[src/rtl/ddr3_rden_gen.sv]
// Read-enable window generator for one DDR3 I/O bank: tracks issued read commands and drives the
// bank INRDEN window and the matching read-data-valid strobe.
module ddr3_rden_gen #(
  parameter int unsigned BANKID       = 2,
  parameter int unsigned MAX_RL       = 20,
  parameter int unsigned BURST_CYCLES = 4,
  parameter int unsigned PRE          = 1,
  parameter int unsigned POST         = 1
) (
  input  logic       clk,
  input  logic       rst_n,
  input  logic       rd_cmd,
  input  logic [4:0] cfg_rl,
  input  logic       err_clr,
  output logic       inrden,
  output logic       rd_valid,
  output logic       busy,
  output logic       err_tccd,
  output logic [2:0] bank_id
);

  localparam int unsigned DEPTH = MAX_RL + BURST_CYCLES + POST;
  localparam int unsigned GW    = $clog2(BURST_CYCLES + 1);
  localparam int          BC    = int'(BURST_CYCLES);
  localparam int          PR    = int'(PRE);
  localparam int          PO    = int'(POST);
  localparam int          MR    = int'(MAX_RL);

  logic [4:0]       rl_q;
  logic [DEPTH-1:0] sr_q, sr_d;
  logic [GW-1:0]    gap_q, gap_d;
  logic             accept, viol;
  logic             inrden_d, rd_valid_d, busy_d, err_d;
  int               rl, lim, age;

  // gap_q saturates at BURST_CYCLES, which doubles as "no prior command".
  assign accept = rd_cmd && (gap_q >= GW'(BURST_CYCLES));
  assign viol   = rd_cmd && !accept;
  assign err_d  = viol || (err_tccd && !err_clr);

  always_comb begin
    rl = int'(rl_q);
    if (rl < PR + 1) begin
      rl = PR + 1;
    end else if (rl > MR) begin
      rl = MR;
    end
    lim        = rl + BC + PO;
    inrden_d   = 1'b0;
    rd_valid_d = 1'b0;
    busy_d     = accept;
    age        = 0;
    // sr_q[k] marks a command issued k+1 cycles ago; age is its distance to the next cycle.
    for (int k = 0; k < int'(DEPTH); k++) begin
      if (sr_q[k]) begin
        age = k + 2;
        if (age >= rl + 1 - PR && age <= rl + BC + PO) inrden_d = 1'b1;
        if (age >= rl + 1 && age <= rl + BC) rd_valid_d = 1'b1;
        if (k <= lim - 1) busy_d = 1'b1;
      end
    end
    // Entries past the window retire so a later, longer latency never revives them.
    sr_d[0] = accept;
    for (int k = 1; k < int'(DEPTH); k++) begin
      sr_d[k] = sr_q[k-1] && (k <= lim - 1);
    end
    if (accept) begin
      gap_d = GW'(1);
    end else if (gap_q < GW'(BURST_CYCLES)) begin
      gap_d = gap_q + GW'(1);
    end else begin
      gap_d = gap_q;
    end
  end

  always_ff @(posedge clk or negedge rst_n) begin
    if (!rst_n) begin
      rl_q     <= 5'(MAX_RL);
      sr_q     <= '0;
      gap_q    <= GW'(BURST_CYCLES);
      inrden   <= 1'b0;
      rd_valid <= 1'b0;
      busy     <= 1'b0;
      err_tccd <= 1'b0;
    end else begin
      if (!busy && !rd_cmd) rl_q <= cfg_rl;
      sr_q     <= sr_d;
      gap_q    <= gap_d;
      inrden   <= inrden_d;
      rd_valid <= rd_valid_d;
      busy     <= busy_d;
      err_tccd <= err_d;
    end
  end

  assign bank_id = 3'(BANKID);

endmodule

[config.mk]
export PLATFORM = sky130hd
export DESIGN_NAME = ddr3_rden_gen
export DESIGN_NICKNAME = d
export VERILOG_FILES = /design/src/rtl/ddr3_rden_gen.sv
export SDC_FILE = /design/constraint.sdc
export NUM_CORES = 1
export LEC_CHECK = 0
export BUFFER_PORTS_ARGS = -buffer_cell sky130_fd_sc_hd__buf_2
export CAP_MARGIN = 10
export CORE_UTILIZATION = 57
export DETAILED_ROUTE_END_ITERATION = 10
export GPL_TIMING_DRIVEN = 0
export PLACE_DENSITY = 0.77
export SLEW_MARGIN = 20
export SYNTH_ARGS = -nofsm -noshare
export SYNTH_HDL_FRONTEND = slang
export SYNTH_SLANG_ARGS = --single-unit
[constraint.sdc]
create_clock -name clk -period 4.5 [get_ports clk]
set_input_delay 0 -clock clk [delete_from_list [all_inputs] [get_ports clk]]
set_output_delay 0 -clock clk [all_outputs]
set_load 0.05 [all_outputs]
# Yosys cells after proc, flatten, opt, wreduce, memory -nomap -nowiden
# Index checks and enable logic that the tools add are counted.
[classes]
n_addsub = 6
order_cmp = 129
mux = 154
n_reduce_logical = 84
[ops]
columns = ["op", "n"]
rows = [
  ["$le 6x32->1 const A", 31],
  ["$le 5x32->1 const A", 24],
  ["$ge 6x32->1 const A", 22],
  ["$ge 5x32->1 const A", 16],
  ["$le 4x32->1 const A", 12],
  ["$ge 4x32->1 const A", 8],
  ["$le 3x32->1 const A", 6],
  ["$mux 1", 150],
  ["$ge 3x32->1 const A", 4],
  ["$logic_and 1x1->1", 78],
  ["$add 32x2->32 const B", 2],
  ["$sub 32x2->32 const B", 2],
  ["$add 32x4->32 const B", 1],
  ["$le 1x32->1 const A", 1],
  ["$le 2x32->1 const A", 1],
  ["$mux 32", 1],
  ["$mux 3", 2],
  ["$gt 5x5->1 const B", 1],
  ["$lt 5x2->1 const B", 1],
  ["$mux 5", 1],
  ["$logic_not 1->1", 4],
  ["$add 3x1->3 const B", 1],
  ["$ge 3x3->1 const B", 1],
  ["$lt 3x3->1 const B", 1],
  ["other kinds (2)", 2],
]
[totals]
ff_bits = 37
input_bits = 9
elab_cells = 380

# Longest topological paths before layout
# Gate-level depths: netlist of run 1.
[depth]
ltp_word = 57
depth_mapped = 20
ltp_nobuf = 16

# Least setup slack after synthesis of run 1
# Ideal clock, no wire load.
[synth_timing]
path_kind = "reg2reg"
startpoint = "register rl_q[4]"
endpoint = "register busy"
setup_ps = 138
arrival_ps = 4645
required_ps = 4362
path_slack_ps = -284
stages_incl_launch_ff = 19
path_buffers = 4
period_less_slack_ps = 4784
path_cell_list = "dfstp_2 > buf_6 > buf_2 > nor2b_1 > clkbuf_1 > ha_1 > buf_4 > xnor2_1 > nand3_1 > a2111oi_4 > ha_1 > and3b_1 > o31ai_1 > mux2i_1 > nor4b_1 > o311a_1 > a2111oi_0 > nand4_1 > or4_1"
[synth_between]
elab_chain_len = 57
elab_cells_between_ends = 82
classes_between = "3 x add/sub; 27 x order compare; 52 x mux"
[synth_rtl]
columns = ["item", "line_no", "text"]
rows = [
  ["start: declaration", "29", "logic [4:0] rl_q;"],
  ["start signal: assignment", "78", "rl_q <= 5'(MAX_RL);"],
  ["start signal: assignment", "86", "if (!busy && !rd_cmd) rl_q <= cfg_rl;"],
  ["$gt 5x5->1", "45", "end else if (rl > MR) begin"],
  ["$mux 5", "45", ""],
  ["$mux 32 (*)", "43", "if (rl < PR + 1) begin"],
  ["$add 32x4->32 (*)", "48", "lim = rl + BC + PO;"],
  ["$add 32x2->32 (*)", "48", ""],
  ["$sub 32x2->32 (*)", "59", "if (k <= lim - 1) busy_d = 1'b1;"],
  ["$le 1x32->1", "59", ""],
  ["$mux 1", "59", ""],
  ["[42 not listed]", "-", ""],
  ["$mux 1", "55", "if (sr_q[k]) begin"],
  ["$mux 1", "59", ""],
  ["$mux 1", "55", ""],
  ["$mux 1", "59", ""],
  ["$mux 1", "55", ""],
  ["$mux 1", "59", ""],
  ["$mux 1 (*)", "55", ""],
  ["named net busy_d", "33", "logic inrden_d, rd_valid_d, busy_d, err_d;"],
  ["end signal: assignment", "91", "busy <= busy_d;"],
  ["end: declaration", "17", "output logic busy,"],
]
# The timed path passes the listed nets; every way through them passes the cells marked *.
# A chain may end at the register's enable or synchronous reset.

# Worst setup path in the final report of run 1
[layout_timing]
startpoint = "register rl_q[2]"
endpoint = "register busy"
# The elaborated chain is that of the path after synthesis.

==> metrics.cfg, run 1 <==
[synth]
ys_ff_latch=37
synth_most_common_cell=nand2_1
synth_top_family_by_area=compound AO/OA/AOI/OAI gates
synth_edf_count=0
ys_dominant_reg_cell=dfrtp_1
synth-adder-area-share_pct=5.35
synth_area_per_cell_um2=7.50
synth_top_area_share_pct=21.5
yosys-mux-area-fraction_pct=1.61
synthCells=527
ys_top_cells_by_count=57 x nand2_1, 49 x nor2_1, 39 x o21ai_0
synth_compound_area_share_pct=33.3
yosys-top-cells-area=dfrtp_1 22%, nand2_1 5.4%, ha_1 5.1%
ys_async_sr_fraction_pct=100
synth_cell_type_count=76
synth_top_area_cell=dfrtp_1
yosys.area_share.simple_pct=26.6
netlist_area_um2=3950
yosys_warnings=0
synth_xor_area_share_pct=3.01
seq_area_frac_synth_pct=23.5

[timing]
fin_skew_ns=0.0127
hold_viol=0
min_period_ns=4.47
final.period_utilization_pct=99.3
drv_slew=0
tightest_slew_ns=0.990
max_slew_margin_pct=33.2
timing.hold.ws_ns=0.0152
finalSetupViolations=0
fmax_mhz=224

[routing]
dr.pass1.iters=9
viasPerCell=7.79
wl_per_cell_um=26.9
drc_errors=0
ant_nets=0
vias=5144
drt_iter0_drc=1046
routed_wl_um=17700

[place]
place_hpwl_um=11700
io_buffers=12
routabilityCongestion=1.10

[clocking]
h-tree-depth=2
clock_latency_ns=0.32
cts-root-buf=clkbuf_8
numClockSinks=37
cts_tree=done
clk_pin_slew_ns=0.10
cts_buffers=5
cts_buffer_depth=2

[floorplanning]
die-area_um2=7270
core_um2=6530
start_util_pct=60.5
die_h_um=85.3
die_w_um=85.3
placementRows=29
ios=16

[grt]
antenna_found_initial=0
track_usage_pct=48.1
grt_pass1_vias=4693
grt_pass1_wl_um=26400
overflow=0
grt_max_degree=38

[min_path]
hold_class=in -> reg

[run_status]
status=finished, final reports clean

[critical_path]
required_ns=4.69
path_class=reg -> reg
crit_slowest_cell=dfstp_2
cp-end-kind=flip-flop
critPathTopFamily=simple AND/OR/NAND/NOR gates
start_kind=flip-flop
cp_max_fo=10
max_stage_delay_ns=0.67
cp_data_arrival_time_ns=4.66
crit_buf_inv=4
critical_path.cell_chain=buf_12, nor2_4, maj3_4, ha_2, buf_12, and2_0, buf_4, xnor2_4, xnor2_2, or4_4, buf_6, or3_4, a222oi_1, a31oi_1, or4_4

[cells_and_area]
insertedDiodeCount=0
nNetsFinal=607
nFillCells=457
area_growth_pct=24.3
drive_gt1_share_pct=20.6

[flow_run]
drv_cap=0

[sequential cells by signal (all words and copies together), names as in the netlist]
| signal | count |
|---|---|
| busy | 1 |
| rl_q | 5 |
| inrden | 1 |
| err_tccd | 1 |
| gap_q | 3 |
| sr_q | 25 |
| rd_valid | 1 |
[worst register-to-register path, delay by kind of cell (launching register included)]
family                   cells  cell delay, ns
adder cells (fa/ha/maj)      2            0.62
flip-flops                   1            0.67
AND/OR/NAND/NOR              5            1.65
buffers and inverters        4            0.63
XOR/XNOR                     2            0.32
AO/OA/AOI/OAI                2            0.47
[per-stage QoR]
| step | setup WS [ns] | TNS (ns) | std cells | utilization [%] | area, um2 |
|---|---|---|---|---|---|
| 2_1_floorplan | 0.0369 | 0 | 530 | - | 4000 |
| 3_3_place_gp | -1.32 | -3.50 | 619 | 63.6 | 4150 |
| 3_5_place_dp | -1.21 | -3.08 | 619 | 63.6 | 4150 |
| 4_1_cts | 0.0200 | 0 | 651 | 72.0 | 4700 |
| 5_1_grt | -0.0448 | -0.0608 | 660 | 75.2 | 4910 |
| 6_report | 0.0293 | 0 | 660 | 75.2 | 4910 |
[cell families after synthesis]
logic type,Yosys count
DFF,37
xor gates and xnor gates,11
buffers and inverters,57
other,2
adders and majority gates,17
muxes,6
and+or+nand+nor,212
AOI/OAI and AO/OA,185
[final cells by class]
| class | count | area (um2) | share of cell area [%] |
|---|---|---|---|
| Tap cell | 77 | 96.3 | 1.96 |
| Buffer | 32 | 234 | 4.76 |
| Clock buffer | 5 | 68.8 | 1.40 |
| Timing Repair Buffer | 50 | 378 | 7.69 |
| Inverter | 20 | 97.6 | 1.99 |
| Clock inverter | 3 | 68.8 | 1.40 |
| Multi-Input combinational cell | 436 | 3040 | 61.8 |
| Sequential cell | 37 | 931 | 19.0 |
[what timing repair did]
action,in CTS,in global routing
resized for setup,50,34
hold endpoints to repair,40,0
setup endpoints to repair,16,3
buffers inserted,20,10
hold buffers,8,0
pin swaps,12,17
[cell usage in the layout, fill, tap and decap left out, types with 7 or more instances in the layout]
cell type	n
clkbuf_1	17
nand3_1	19
o21ai_0	38
buf_2	12
nor3_1	9
a21oi_1	32
and3_1	10
a21boi_0	7
o2111ai_1	8
buf_4	34
nand2b_1	8
nand2_1	56
and2_1	10
o22ai_1	9
nand4_1	11
dfrtp_1	33
dlygate4sd3_1	8
ha_1	11
nor2_1	47
a31oi_1	13
inv_1	16
[metal layers]
| metal | routed length [um] | GRT usage, % | vias up |
|---|---|---|---|
| li1 | - | - | 2085 |
| met1 | 6040 | 61.1 | 2333 |
| met2 | 7090 | 71.3 | 540 |
| met3 | 3020 | 18.6 | 186 |
| met4 | 1570 | 24.2 | 0 |
| met5 | 0 | 0 | - |
[worst paths after layout]
kind / start / endpoint / slack [ns] / cells after the start
setup / recovery: rl_q[2] / busy / 0.03 / 15
hold / removal: rd_cmd / gap_q[0] / 0.02 / 3
setup reg to reg: rl_q[2] / busy / 0.03 / 15
hold reg to reg: gap_q[0] / gap_q[0] / 0.51 / 1
max in group asynchronous: rst_n / rl_q[3] / 3.55 / 2
min in group asynchronous: rst_n / inrden / 0.34 / 2
Power of run 1 is left out: the tool's default activity adds up to more than one toggle a clock period on the data nets, which glitch-free logic cannot reach.
==> inputs of run 2 (changes only) <==
--- a/config.mk
+++ b/config.mk
@@ -7,10 +7,10 @@
 export LEC_CHECK = 0
 export BUFFER_PORTS_ARGS = -buffer_cell sky130_fd_sc_hd__buf_2
 export CAP_MARGIN = 10
-export CORE_UTILIZATION = 57
+export CORE_UTILIZATION = 55
 export DETAILED_ROUTE_END_ITERATION = 10
 export GPL_TIMING_DRIVEN = 0
-export PLACE_DENSITY = 0.77
+export PLACE_DENSITY = 0.75
 export SLEW_MARGIN = 20
 export SYNTH_ARGS = -nofsm -noshare
 export SYNTH_HDL_FRONTEND = slang
==> constraint.sdc (replaced) <==
create_clock -name clk -period 4.5 [get_ports clk]
set_input_delay 0.675 -clock clk [delete_from_list [all_inputs] [get_ports clk]]
set_output_delay 0.675 -clock clk [all_outputs]
set_load 0.05 [all_outputs]
==> run 2 against run 1 <==
The flow now finishes with violations (setup timing); register-to-register slack got worse by 0.05 ns; global-route usage decreased by 1.7 points; routed wire length decreased by 1.1%; sequential cell count unchanged; worst hold slack improved by 0.45 ns; worst setup slack got worse by 0.053 ns; die area increased by 3.5%; final cell count increased by 2.1%; core utilization decreased by 5.2 points; via count decreased by 2.2%; critical endpoint unchanged; highest routed layer unchanged.
==> metrics.cfg, run 2 (synthesis gave the netlist of run 1 again) <==
[run_status]
status=finished, violations left
violations=setup timing

[timing]
fin_skew_ns=0.0179  ; +0.00517 ns
tightest_slew_ns=0.928  ; -0.0617 ns
fmax_mhz=221  ; -1.2%
hold_viol=0  ; unchanged
finalSetupViolations=1  ; +1
min_period_ns=4.52  ; +0.0530 ns
max_slew_margin_pct=37.3  ; +4.2 points
fin_ws_ns=-0.0237  ; -0.0530 ns
drv_slew=0  ; unchanged
timing.hold.ws_ns=0.464  ; +0.449 ns
final.period_utilization_pct=101  ; +1.2 points

[critical_path]
critical_path.cell_chain=buf_6, nor2b_4, ha_4, and3b_2, nand3_2, a2111oi_4, ha_1, and3b_2, o31ai_2, mux2i_2, a2111o_1, a222oi_1, a31oi_1, or4_1
max_stage_delay_ns=0.51  ; -0.16 ns
required_ns=4.67  ; -0.02 ns
cp-end-kind=flip-flop
cp_data_arrival_time_ns=4.70  ; +0.04 ns
crit_path_frequent_cell=and3b_2
cp_max_fo=7  ; -3
start_kind=flip-flop
path_class=reg -> reg
crit_slowest_cell=a2111o_1

[floorplanning]
start_util_pct=57.5  ; -3.0 points
die-area_um2=7530  ; +3.5%
die_h_um=86.8  ; +1.8%
placementRows=30  ; +3.4%
die_w_um=86.8  ; +1.8%
ios=16  ; unchanged
core_um2=6870  ; +5.2%

[routing]
ant_nets=0  ; unchanged
wl_per_cell_um=26.0  ; -3.2%
drt_iter0_drc=961  ; -8.1%
viasPerCell=7.46  ; -4.2%
vias=5030  ; -2.2%
dr.pass1.iters=6  ; -3
drc_errors=0  ; unchanged
routed_wl_um=17500  ; -1.1%

[cells_and_area]
area_growth_pct=21.7
reg.largest.list=sr_q (25), rl_q (5), gap_q (3)
insertedDiodeCount=0  ; unchanged
nFillCells=560  ; +23%
regMostFlops=sr_q
final_cells=674  ; +2.1%
nNetsFinal=602  ; -0.82%
layout_commonest_cell=nand2_1
largest_reg_flops=25  ; unchanged
layout_common_cells=56 x nand2_1, 47 x nor2_1, 38 x o21ai_0
drive_gt1_share_pct=21.1  ; +0.52 points

[clocking]
cts_tree=done
h-tree-depth=2  ; unchanged
cts_hold_buf=0  ; -8
numClockSinks=37  ; unchanged
cts_buffers=5  ; unchanged
clock_latency_ns=0.31  ; about the same
clk_pin_slew_ns=0.10  ; about the same
cts-root-buf=clkbuf_8
cts_buffer_depth=2  ; unchanged

[grt]
antenna_found_initial=0  ; unchanged
grt_pass1_wl_um=25800  ; -2.2%
track_usage_pct=46.4  ; -1.7 points
grt_pass1_vias=4517  ; -3.8%
overflow=0  ; unchanged
grt_max_degree=38  ; unchanged

[place]
routabilityCongestion=1.07  ; -2.6%
io_buffers=12  ; unchanged
placed_cells_incl_taps=638  ; +3.1%
place_hpwl_um=12000  ; +3.0%

[min_path]
hold_class=in -> async

[flow_run]
drv_cap=0  ; unchanged

==> run 2: changes by cell type in the layout (fill, tap and decap cells not counted), sizes merged <==
| cell | change |
|---|---|
| buf | +3 |
| bufinv | -2 |
| clkinv | +1 |
| clkinvlp | +1 |
| dlygate4sd3 | -8 |
==> run 2: cell type report <==
type	count	area (um2)	share of cell area [%]
Clock buffer	5	68.8	1.43
Clock inverter	3	21.3	0.442
Inverter	20	95.1	1.98
Sequential cell	37	931	19.4
Tap cell	96	120	2.50
Timing Repair Buffer	45	305	6.35
Multi-Input combinational cell	436	3050	63.4
Buffer	32	220	4.58
==> run 2: timing repair <==
action / CTS / global route
cloned: 0 / 1
endpoints found under the setup margin: 17 / 14
pin swaps: 12 / 13
setup buffers: 23 / 9
gates resized for setup: 49 / 28
==> run 2: through the flow <==
step / instance area (um2) / setup TNS [ns] / util, % / worst slack (ns)
after floorplan: 4000 / 0 / - / 0.0369
after global routing: 4810 / -0.125 / 70.0 / -0.125
after global placement: 4180 / -4.00 / 60.8 / -1.17
after detailed placement: 4180 / -4.94 / 60.8 / -1.16
after CTS: 4620 / 0 / 67.2 / 0.000254
final: 4810 / -0.0237 / 70.0 / -0.0237
==> run 2: layer usage <==
layer	global-route usage [%]	wire, um
met5	0	0
met1	58.3	6060
met3	13.7	2720
met4	29.7	1710
met2	69.6	7040
==> run 2: worst max-delay path, delay by kind of cell (launching register included) <==
family	cells	cell delay, ns
compound gates	5	1.61
simple gates	5	1.40
fa+ha+maj	2	0.58
flops	1	0.46
mux	1	0.19
buf+inv	1	0.16
==> run 2: path summary, 6_finish.rpt <==
check                               from  endpoint  slack (ns)  cells after the start
worst max-delay path             rl_q[3]      busy       -0.02                     14
worst min-delay path               rst_n    inrden        0.46                      1
worst max register to register   rl_q[3]      busy       -0.02                     14
worst min register to register  gap_q[0]  gap_q[0]        0.50                      1
max in group asynchronous          rst_n   rl_q[3]        3.40                      1
min in group clk                gap_q[0]  gap_q[0]        0.50                      1
Power of run 2 is left out for the same reason.
